## src/rtl/llc_trace_req_queue.sv

```systemverilog
// Trace command queue feeding the LLC model: filters illegal ops, splits addresses
// into tag/index/offset and holds the stream at op 9 until the dump is acknowledged.
module llc_trace_req_queue #(
    parameter int DEPTH       = 8,
    parameter int ADDR_WIDTH  = 32,
    parameter int OFFSET_BITS = 6,
    parameter int INDEX_BITS  = 14
) (
    input  logic                                      clk,
    input  logic                                      rst,
    input  logic                                      in_valid,
    output logic                                      in_ready,
    input  logic [3:0]                                in_op,
    input  logic [ADDR_WIDTH-1:0]                     in_addr,
    output logic                                      out_valid,
    input  logic                                      out_ready,
    output logic [3:0]                                out_op,
    output logic [ADDR_WIDTH-1:0]                     out_addr,
    output logic [ADDR_WIDTH-INDEX_BITS-OFFSET_BITS-1:0] out_tag,
    output logic [INDEX_BITS-1:0]                     out_index,
    output logic [OFFSET_BITS-1:0]                    out_offset,
    output logic                                      dump_req,
    input  logic                                      dump_done,
    output logic [$clog2(DEPTH):0]                    fifo_count,
    output logic [15:0]                               drop_count,
    output logic [31:0]                               issued_count
);
    localparam int PW = $clog2(DEPTH);
    localparam int CW = PW + 1;

    typedef enum logic [1:0] {S_IDLE, S_ISSUE, S_DUMP} state_t;

    state_t                r_state, w_state_nxt;
    logic [3:0]            r_op   [DEPTH];
    logic [ADDR_WIDTH-1:0] r_addr [DEPTH];
    logic [PW-1:0]         r_wr_ptr, r_rd_ptr, w_rd_nxt;
    logic [CW-1:0]         r_count, w_count_nxt;
    logic [15:0]           r_drop;
    logic [31:0]           r_issued;
    logic                  w_accept, w_push, w_drop, w_pop;
    logic [3:0]            w_head_op_nxt;

    assign in_ready   = (r_count < CW'(DEPTH));
    assign w_accept   = in_valid && in_ready;
    assign w_push     = w_accept && (in_op <= 4'd9);
    assign w_drop     = w_accept && (in_op > 4'd9);

    assign out_op     = r_op[r_rd_ptr];
    assign out_addr   = r_addr[r_rd_ptr];
    assign out_tag    = out_addr[ADDR_WIDTH-1:OFFSET_BITS+INDEX_BITS];
    assign out_index  = out_addr[OFFSET_BITS+INDEX_BITS-1:OFFSET_BITS];
    assign out_offset = out_addr[OFFSET_BITS-1:0];

    assign fifo_count   = r_count;
    assign drop_count   = r_drop;
    assign issued_count = r_issued;

    // Next state is decided from the head as it will be after this edge, so the
    // registered state already reflects a newly visible head on cycle N+1.
    always_comb begin
        w_pop     = 1'b0;
        out_valid = 1'b0;
        dump_req  = 1'b0;
        case (r_state)
            S_ISSUE: begin
                out_valid = 1'b1;
                w_pop     = out_ready;
            end
            S_DUMP: begin
                dump_req = 1'b1;
                w_pop    = dump_done;
            end
            default: ;
        endcase
        w_rd_nxt      = r_rd_ptr + PW'(w_pop);
        w_count_nxt   = r_count + CW'(w_push) - CW'(w_pop);
        w_head_op_nxt = (w_push && (w_rd_nxt == r_wr_ptr)) ? in_op : r_op[w_rd_nxt];
        if (w_count_nxt == '0)
            w_state_nxt = S_IDLE;
        else if (w_head_op_nxt == 4'd9)
            w_state_nxt = S_DUMP;
        else
            w_state_nxt = S_ISSUE;
    end

    always_ff @(posedge clk) begin
        if (rst) begin
            r_state  <= S_IDLE;
            r_wr_ptr <= '0;
            r_rd_ptr <= '0;
            r_count  <= '0;
            r_drop   <= '0;
            r_issued <= '0;
        end else begin
            r_state  <= w_state_nxt;
            r_rd_ptr <= w_rd_nxt;
            r_count  <= w_count_nxt;
            if (w_push)
                r_wr_ptr <= r_wr_ptr + PW'(1);
            if (w_drop && (r_drop != '1))
                r_drop <= r_drop + 16'd1;
            if (w_pop)
                r_issued <= r_issued + 32'd1;
        end
    end

    always_ff @(posedge clk) begin
        if (w_push) begin
            r_op[r_wr_ptr]   <= in_op;
            r_addr[r_wr_ptr] <= in_addr;
        end
    end
endmodule

```

## config.mk

```make
export PLATFORM = sky130hd
export DESIGN_NAME = llc_trace_req_queue
export DESIGN_NICKNAME = d
export VERILOG_FILES = /design/src/rtl/llc_trace_req_queue.sv
export SDC_FILE = /design/constraint.sdc
export NUM_CORES = 1
export LEC_CHECK = 0
export BUFFER_PORTS_ARGS = -buffer_cell sky130_fd_sc_hd__buf_2
export CAP_MARGIN = 40
export CORE_UTILIZATION = 33
export CTS_CLUSTER_DIAMETER = 200
export CTS_CLUSTER_SIZE = 25
export DETAILED_ROUTE_END_ITERATION = 8
export PLACE_DENSITY_LB_ADDON = 0.1
export SLEW_MARGIN = 10
export SYNTH_ARGS = -nofsm -noshare
export SYNTH_HDL_FRONTEND = slang
export SYNTH_SLANG_ARGS = --single-unit
```

## constraint.sdc

```tcl
create_clock -name clk -period 7 [get_ports clk]
set_input_delay 1.4 -clock clk [delete_from_list [all_inputs] [get_ports clk]]
set_output_delay 1.4 -clock clk [all_outputs]
set_load 0.005 [all_outputs]
```

* Yosys cells after proc, flatten, opt, wreduce, memory -nomap -nowiden
Memories as Yosys holds them, arrays and structs flattened. A register that Yosys moved wholly into a read port is not among the register bits. Cells that the tools add are included.
Cells by class: $add $sub $neg 6, $lt $le $gt $ge 3, equal/unequal tests 5, mux-type cells 9, reductions and logical operators 7
Operator list (count):
- adder 32 x 1 -> 32 bit, second input constant | 1
- adder 16 x 1 -> 16 bit, second input constant | 1
- inequality test 16 bit, second input constant | 1
- two-way mux 3 bit | 2
- logical AND 1 bit | 5
- adder 4 x 1 -> 4 bit | 1
- == test 4 bit, second input constant | 1
- greater-than comparator 4 bit, second input constant | 1
- less-or-equal comparator 4 bit, second input constant | 1
- zero test 4 bit | 1
- less-than comparator 4 bit, second input constant | 1
- two-way mux 1 bit | 4
- two-way mux 4 bit | 1
- subtractor 4 x 1 -> 4 bit | 1
- adder 3 x 1 -> 3 bit | 1
- adder 3 x 1 -> 3 bit, second input constant | 1
- == test 3 bit | 1
- == test 2 x 1 -> 1 bit, second input constant | 1
- == test 2 bit, second input constant | 1
- two-way mux 2 bit | 1
- case mux 1 bit (2 select lines) | 1
- OR reduction 2 bit | 1
Storage, ports and cells: flip-flop bits (word level) 60, bits in writable memories 288, input bits 41, output and inout port bits 123, logic and storage cells 38, memories 2
Memories:
- r_addr | words 8, width 32, read ports 1, clocked after Yosys merged registers in 1, write ports 1, line 35 | logic [ADDR_WIDTH-1:0] r_addr [DEPTH];
- r_op | words 8, width 4, read ports 2, clocked after Yosys merged registers in 1, write ports 1, line 34 | logic [3:0] r_op [DEPTH];

* Longest topological paths before layout
Gate-level depths: netlist of the first run.
depth in word-level cells 8, gate-level depth with buffers 13, depth with buffers taken out 13

* Least setup slack after synthesis of the first run
No wires, ideal clock.
kind input-to-reg, start in in_op[1], end mem r_addr[0][0] (enable), library setup time 0.519 ns, arrival 5.370 ns, required time 6.481 ns, setup slack 1.111 ns, stages 4, cells stage by stage o21a_1 > nand2b_1 > clkbuf_1 > nor4_1
Between the ends: cells in the longest elaborated chain, start to end 4
RTL lines:
- from (decl) | line 13 | input logic [3:0] in_op,
- less-or-equal comparator 4 bit | line 45 | assign w_push = w_accept && (in_op <= 4'd9);
- logical AND 1 bit | line 45
- two-way mux 1 bit | line 108 | if (w_push) begin
- two-way mux 1 bit (not written as such) | line 110 | r_addr[r_wr_ptr] <= in_addr;
- to (decl) | line 35
No other way between the ends.

==> flow_summary_export.csv, run 1 <==
group,metric,value,unit
critical_path,end_kind,"output pin",
floorplanning,die_y,208,um
critical_path,reg2reg_depth,12,
yosys,yosys-top-cells-area,"edfxtp_1, mux4_2, dfxtp_1",
placement,place_inst,1454,
grt,antenna_found_initial,0,
critical_path,timing.rr.end,"r_state[1]",
detailed_routing,avgRoutedWirePerCell,20.5,um
clock_tree,cts-htree-levels,1,
critical_path,cp_top_family,"multiplexers",
grt,gr-usage-met1,19.2,%
clock_tree,cts_tree,"yes",
clock_tree,cts_hold_buffers,0,
outcome,status,"complete, no violations",
min_path,hp-start,"issued_count[31]",
grt,grt_max_degree,61,
layout,nets,985,
detailed_routing,wl,30400,um
min_path,min_to,"issued_count[31]",
detailed_routing,vias_per_cell,4.81,
layout,layout_commonest_cell,"edfxtp_1",
grt,grt_use_total,14.2,%
yosys,synth_area,14000,sq um
power_and_ir_drop,p_leak,0.00528,uW
yosys,async_flop_share,0,%
clock_tree,clock_sinks,348,
floorplanning,die_area,43200,sq um
sta,finalCriticalPeriod,4210,ps
clock_tree,post_cts_resized,0,
yosys,synth_cell_types,46,
critical_path,arrival,2810,ps
yosys,synth_top_area_share,61.9,%
detailed_routing,vias,7132,
detailed_routing,drtAntennaViolNets,0,
sta,hold_viol_final,0,
sta,slew-limit-headroom,47.3,%
grt,grt_pass1_vias,7395,
sta,rsz0062_at_grt,"false",
clock_tree,clk_pin_slew,110,ps
clock_tree,cts_setup_buffers,0,
critical_path,worst-endpoint-required,5600,ps
yosys,ys_warn_count,0,
yosys,ys_ff_latch,348,
floorplanning,start_util,33.4,%
yosys,ys_seq_area_share,70.4,%
layout,fin_cells,1484,
yosys,syn_area_per_cell,17.5,sq um
placement,gp_congestion,0.730,
detailed_routing,firstDrtPassIters,4,
critical_path,cpMaxStageDelayCell,"dfxtp_4",
clock_tree,clk_latency,520,ps
critical_path,r2r-start,"r_state[0]",
sta,clock.fmax,238,MHz
power_and_ir_drop,power_density,270,nW/um^2
grt,grt_pass1_wl,46500,um
job,cap_violations,0,
grt,grt_use_met2,24.4,%
critical_path,worstSetupPathType,"reg -> out",
layout,antenna_cells,0,
layout,fillers,3929,
layout,area_delta_synth_final,12.9,%
sta,finClkSkew,13.9,ps
clock_tree,cts_buffers,17,
floorplanning,rows,75,
clock_tree,clock_path_buffers,3,
critical_path,critPathMaxFanout,28,
min_path,hold_depth,2,
floorplanning,die_w,208,um
yosys,synth_edf_count,288,
placement,hpwl,18300,um
critical_path,path_cells,"buf_4 > mux4_2 > mux2_2 > buf_2",
min_path,hold_class,"reg -> reg",
placement,portBuffers,163,
detailed_routing,drtIter0Drc,377,
sta,tns,0,ps
critical_path,start_kind,"register",
layout,layout-drive-gt1-share,34.2,%
yosys,syn-num-nets,848,
critical_path,slowest_delay,680,ps
layout,final_cell_mix,"edfxtp_1, buf_2, mux4_2",
sta,post-route-period-util,60.1,%
sta,worstMarginPinSlew,785,ps
sta,setup_viol,0,
critical_path,crit_buf_inv,2,
power_and_ir_drop,vdd_drop_max,0.112,mV
clock_tree,cts_root_buffer,"clkbuf_16",
grt,met3_usage,1.83,%
sta,hold_ws,517,ps
yosys,synth-main-ff-cell,"edfxtp_1",
sta,maxSlewViolCount,0,
yosys,synth_area_leader_cell,"edfxtp_1",
grt,busiest_layer,"met2",
floorplanning,core,41900,sq um
critical_path,r2r_slack,3930,ps
floorplanning,io_pins,164,
grt,grt-ovfl-total,0,
detailed_routing,route.detailed.drc,0,
yosys,syn_inst,797,
metal layers:
layer	share of wire, %	vias to the layer above
met1	46	3678
met2	49	122
met5	0	-
met4	1.4	0
met3	3.1	25
li1	-	3307
kinds of logic after synthesis:
logic type	share of synthesized area (%)
buf+inv	2.84
mux	14.6
xor+xnor	3.48
simple gates	6.48
compound gates	1.16
flops	70.4
fa+ha+maj	0.949
per-stage QoR:
stage,cell area (sq um),setup slack [ps],util (%),power (uW)
after floorplan,14000,1110,-,3010
after global placement,15300,2800,36.5,3250
after detailed placement,15300,2920,36.6,3250
after CTS,15800,2640,37.7,4350
after global routing,15800,2530,37.7,4480
final,15800,2790,37.7,4270
synthesized netlist by cell type, types with 8 or more instances:
| master | number |
|---|---|
| mux2_2 | 36 |
| mux4_2 | 72 |
| xor2_1 | 36 |
| edfxtp_1 | 288 |
| buf_2 | 8 |
| nand4_1 | 13 |
| nand3_1 | 16 |
| buf_4 | 32 |
| clkbuf_1 | 19 |
| nor3_1 | 16 |
| nand2_1 | 40 |
| xnor2_1 | 17 |
| ha_1 | 9 |
| dfxtp_1 | 60 |
| nor2_1 | 62 |
| and3_1 | 9 |
worst min-delay path, stage by stage, from the launching register on:
cell	delay (ps)
dfxtp_1	360
xor2_1	70
nor2_1	70
layout make-up:
class | instances | area (sq um) | share of cell area, %
inverters | 7 | 26.3 | 0.166
clock buffers | 28 | 467 | 2.96
well taps | 539 | 674 | 4.27
multi-input cells | 380 | 3780 | 24.0
flip-flops and latches | 348 | 9860 | 62.5
repair buffers | 180 | 963 | 6.10
clock inverters | 2 | 12.5 | 0.0793
how the worst max path moves through the flow:
stage | startpoint | endpoint | depth (start not counted)
finish | r_rd_ptr[0] | out_index[11] | 4
global placement | in_valid | r_addr[5][5] | 6
floorplan | in_op[1] | r_addr[0][0] | 4
global route | r_rd_ptr[0] | out_offset[4] | 4
CTS | r_rd_ptr[0] | out_addr[4] | 4
detailed placement | in_op[1] | r_state[1] | 12
registers in the layout, indices dropped and copies added, names as in the netlist:
register and count:
fifo_count 4, r_op 32, r_wr_ptr 3, r_rd_ptr 3, issued_count 32, r_state 2, r_addr 256, drop_count 16
report_power, final:
group	internal [uW]	switching (uW)
clock network	467	629
logic	422	375
registers	2310	64.5
(Power assumes the default switching activity.)
==> inputs of run 2 (changes only) <==
clock period = 3.6 ns   (was 7 ns; I/O delays follow)
==> run 2 against run 1 <==
  * Wire length fell by 0.99%
  * Sequential cell count unchanged
  * Core utilization up 0.34 points
  * Clock power up 95%
==> flow_summary_export.csv, run 2 (same netlist as run 1, synthesis figures left out) <==
group,metric,value,unit
sta,setup_viol,0,
critical_path,start_kind,"register",
power_and_ir_drop,p_int,6270,uW
clock_tree,clk_pin_slew,100,ps
sta,finalCriticalPeriod,3250,ps
power_and_ir_drop,p_comb_share,19.2,%
sta,hold_viol_final,0,
detailed_routing,wl,30100,um
clock_tree,cts_buffers,17,
sta,post-route-period-util,90.4,%
power_and_ir_drop,power_frac_seq,55.2,%
detailed_routing,vias_per_cell,4.79,
layout,fin_cells,1496,
detailed_routing,vias,7163,
layout,fillers,3923,
layout,layout_commonest_cell,"edfxtp_1",
power_and_ir_drop,swShare,25.1,%
placement,portBuffers,163,
critical_path,worst-endpoint-required,2880,ps
floorplanning,core,41900,sq um
layout,area_delta_synth_final,13.9,%
job,cap_violations,0,
power_and_ir_drop,finalPower,8370,uW
critical_path,arrival,2530,ps
grt,grt_use_total,14.0,%
clock_tree,clock_sinks,348,
sta,maxSlewViolCount,0,
detailed_routing,avgRoutedWirePerCell,20.1,um
min_path,hold_class,"in -> reg",
clock_tree,cts-htree-levels,1,
clock_tree,cts_tree,"yes",
critical_path,slowest_delay,680,ps
placement,gp_congestion,0.746,
power_and_ir_drop,switching_power,2100,uW
sta,clock.fmax,307,MHz
detailed_routing,drtIter0Drc,285,
detailed_routing,route.detailed.drc,0,
sta,slew-limit-headroom,50.6,%
layout,largest_reg_flops,256,
layout,final_util,38.1,%
power_and_ir_drop,power_density,525,nW/um^2
sta,rsz0062_at_grt,"false",
grt,grt_pass1_wl,46400,um
sta,finClkSkew,8.87,ps
layout,nets,996,
sta,worstMarginPinSlew,736,ps
critical_path,path_cells,"buf_4 > mux4_2 > mux2_2 > buf_2",
layout,stdcell_area,15900,sq um
critical_path,worstSetupPathType,"reg -> out",
floorplanning,die_area,43200,sq um
grt,antenna_found_initial,1,
power_and_ir_drop,p_leak,0.00534,uW
placement,place_area,15400,sq um
clock_tree,clock_path_buffers,3,
floorplanning,io_pins,164,
placement,hpwl,18600,um
critical_path,end_kind,"output pin",
power_and_ir_drop,vdd_drop_max,0.228,mV
grt,grt_max_degree,45,
floorplanning,die_w,208,um
clock_tree,post_cts_resized,0,
outcome,status,"complete, no violations",
clock_tree,cts_hold_buffers,0,
detailed_routing,drtAntennaViolNets,0,
layout,top_register,"r_addr",
grt,grt_pass1_vias,7467,
layout,layout-drive-gt1-share,34.9,%
grt,grt-ovfl-total,0,
floorplanning,rows,75,
sta,hold_ws,463,ps
placement,place_inst,1465,
clock_tree,cts_root_buffer,"clkbuf_16",
floorplanning,start_util,33.4,%
layout,final_cell_mix,"edfxtp_1, buf_2, mux4_2",
critical_path,critPathMaxFanout,23,
clock_tree,clk_latency,510,ps
detailed_routing,firstDrtPassIters,4,
critical_path,cpMaxStageDelayCell,"dfxtp_4",
power_and_ir_drop,pwr-share-clk,25.6,%
floorplanning,die_y,208,um
clock_tree,cts_setup_buffers,0,
run 2: layer usage:
metal	global-route usage, %	part of all wire [%]	vias up	wire length [um]
li1	-	-	3334	-
met1	19.2	45	3677	13600
met2	23.8	50	127	15000
met3	2.06	4.0	25	1220
met4	2.63	1.2	0	360
met5	0	0	-	0
run 2: area by class of cell:
type | count | area, sq um | share of cell area (%)
antenna | 1 | 2.50 | 0.0157
tap | 539 | 674 | 4.23
clock inverter | 2 | 12.5 | 0.0786
sequential | 348 | 9860 | 61.9
timing repair buffer | 191 | 1090 | 6.83
inverter | 7 | 26.3 | 0.165
multi-input combinational | 380 | 3800 | 23.8
clock buffer | 28 | 467 | 2.93
run 2: metrics by stage:
step | setup slack (ps) | setup TNS [ps]
2_1_floorplan | -665 | -74990
3_3_place_gp | 481 | 0
3_5_place_dp | 372 | 0
4_1_cts | 251 | 0
5_1_grt | 172 | 0
6_report | 346 | 0
run 2: path summary, 6_finish.rpt:
kind	start	cells after the start	slack, ps	endpoint
max reg2reg	r_state[1]	11	610	r_state[1]
min	in_addr[23]	1	460	r_addr[2][23]
max	r_rd_ptr[0]	4	350	out_op[1]
min reg2reg	issued_count[31]	2	530	issued_count[31]
run 2: power by group through the flow:
stage / Clock (uW) / Sequential [uW] / Combinational [uW]
3_5_place_dp: 0 / 4720 / 1650
6_report: 2140 / 4620 / 1610
3_3_place_gp: 0 / 4720 / 1660
2_1_floorplan: 0 / 4630 / 1220
4_1_cts: 2240 / 4630 / 1660
5_1_grt: 2380 / 4640 / 1770
run 2: worst max-delay path: cells and delay by family (launching register included):
| kind | cells | cell delay (ps) |
|---|---|---|
| DFF | 1 | 680 |
| buffers and inverters | 2 | 480 |
| muxes | 2 | 860 |
==> inputs of run 3 (changes only) <==
CORE_ASPECT_RATIO = 1.1   (was unset)
==> run 3 against run 2 <==
  * Global-route usage is 0.061 points higher
  * Sequential power hardly changed
  * Hold slack better by 2.7 ps
  * Cell area is 0.13% higher
  * Wire length is 0.51% higher
  * Total power is 0.21% lower
  * Sequential cell count stayed put
  * Via count is 0.38% higher
  * Non-clock buffer count is 2 higher
  * Sequential share of layout area is 0.078 points lower
  * Critical path type unchanged
  * Largest cell class unchanged
  * Largest power group unchanged
==> flow_summary_export.csv, run 3 (same netlist as run 1, synthesis figures left out) <==
group,metric,value,unit
outcome,status,"complete, no violations",
job,cap_violations,0,
critical_path,start_kind,"register",
grt,grt-ovfl-total,0,
clock_tree,post_cts_resized,0,
layout,final_cell_mix,"edfxtp_1, buf_2, mux4_2",
grt,grt_pass1_wl,45400,um
floorplanning,rows,78,
clock_tree,cts_buffers,17,
layout,layout-drive-gt1-share,35.0,%
clock_tree,cts_hold_buffers,0,
detailed_routing,vias_per_cell,4.74,
placement,portBuffers,163,
critical_path,cpMaxStageDelayCell,"dfxtp_4",
power_and_ir_drop,power_density,523,nW/um^2
sta,setup_viol,0,
detailed_routing,avgRoutedWirePerCell,20.0,um
critical_path,cp_num_cells,4,
detailed_routing,firstDrtPassIters,4,
detailed_routing,drtAntennaViolNets,0,
floorplanning,start_util,33.7,%
critical_path,path_cells,"buf_4 > mux4_2 > mux2_2 > buf_2",
floorplanning,io_pins,164,
sta,worstMarginPinSlew,749,ps
detailed_routing,vias,7190,
layout,nets,998,
floorplanning,die_w,198,um
grt,grt_use_total,14.1,%
critical_path,end_kind,"output pin",
sta,hold_viol_final,0,
detailed_routing,wl,30300,um
sta,finClkSkew,11.0,ps
critical_path,reg2reg_depth,11,
layout,area_delta_synth_final,14.1,%
grt,grt_max_degree,42,
critical_path,crit_buf_inv,2,
clock_tree,cts-htree-levels,1,
placement,place_ws,428,ps
grt,antenna_found_initial,0,
clock_tree,cts_tree,"yes",
floorplanning,core,41500,sq um
layout,multi_input_area,3800,sq um
grt,grt_pass1_vias,7339,
layout,largest_reg_flops,256,
clock_tree,clock_sinks,348,
clock_tree,cts_setup_buffers,0,
min_path,hold_class,"in -> reg",
layout,top_register,"r_addr",
sta,setup_slack,347,ps
layout,layout_commonest_cell,"edfxtp_1",
clock_tree,cts_root_buffer,"clkbuf_16",
critical_path,slowest_delay,730,ps
sta,clock.fmax,307,MHz
power_and_ir_drop,p_leak,0.00534,uW
critical_path,arrival,2530,ps
detailed_routing,route.detailed.drc,0,
floorplanning,die_area,43200,sq um
critical_path,worstSetupPathType,"reg -> out",
placement,hpwl,18600,um
clock_tree,clk_latency,520,ps
placement,gp_congestion,0.735,
layout,seqCellArea,9860,sq um
power_and_ir_drop,vdd_drop_max,0.281,mV
critical_path,critPathMaxFanout,26,
critical_path,cp_top_family,"multiplexers",
sta,maxSlewViolCount,0,
min_path,hold_depth,1,
critical_path,worst-endpoint-required,2880,ps
sta,slew-limit-headroom,49.7,%
sta,post-route-period-util,90.4,%
clock_tree,clk_pin_slew,100,ps
clock_tree,clock_path_buffers,3,
floorplanning,die_y,218,um
sta,finalCriticalPeriod,3250,ps
sta,rsz0062_at_grt,"false",
sta,hold_ws,466,ps
detailed_routing,drtIter0Drc,269,
layout,fillers,3874,
==> run 3: area by class of cell <==
cell class                 instances  share of cell area (%)
clock buffer                      28                    2.93
clock inverter                     1                  0.0235
antenna                            1                  0.0157
multi-input combinational        380                    23.8
timing repair buffer             193                    6.84
tap                              560                    4.39
sequential                       348                    61.8
inverter                           7                   0.165
==> run 3: metrics by stage <==
step / TNS (ps) / std cells / instance area (sq um) / utilization (%) / power [uW]
finish: 0 / 1518 / 15900 / 38.4 / 8350
global route: 0 / 1517 / 15900 / 38.4 / 8780
CTS: 0 / 1517 / 15900 / 38.4 / 8510
detailed placement: 0 / 1488 / 15500 / 37.3 / 6380
global placement: 0 / 1488 / 15500 / 37.3 / 6390
floorplan: -74990 / 797 / 14000 / - / 5850
==> run 3: worst reg2reg max path, delay by kind of cell, from the launching register on <==
family | cells | cell delay [ps]
buf+inv | 2 | 220
simple gates | 3 | 340
flops | 1 | 350
xor+xnor | 1 | 450
fa+ha+maj | 2 | 380
compound gates | 3 | 1100
==> run 3: layer usage <==
layer / up-vias / wire [um] / track usage [%]
li1: 3334 / - / -
met1: 3705 / 14000 / 19.1
met2: 126 / 14900 / 23.8
met3: 25 / 1020 / 1.93
met4: 0 / 393 / 3.20
met5: - / 0 / 0
==> run 3: final timing paths <==
kind | to | slack, ps | start
max | out_addr[7] | 350 | r_rd_ptr[0]
min | r_addr[5][27] | 470 | in_addr[27]
max reg2reg | r_state[1] | 720 | r_state[1]
min reg2reg | issued_count[31] | 530 | issued_count[31]
==> run 3: power breakdown <==
part / switching, uW / internal, uW / total (uW)
clock: 1220 / 902 / 2120
sequential: 131 / 4490 / 4620
combinational: 740 / 875 / 1610
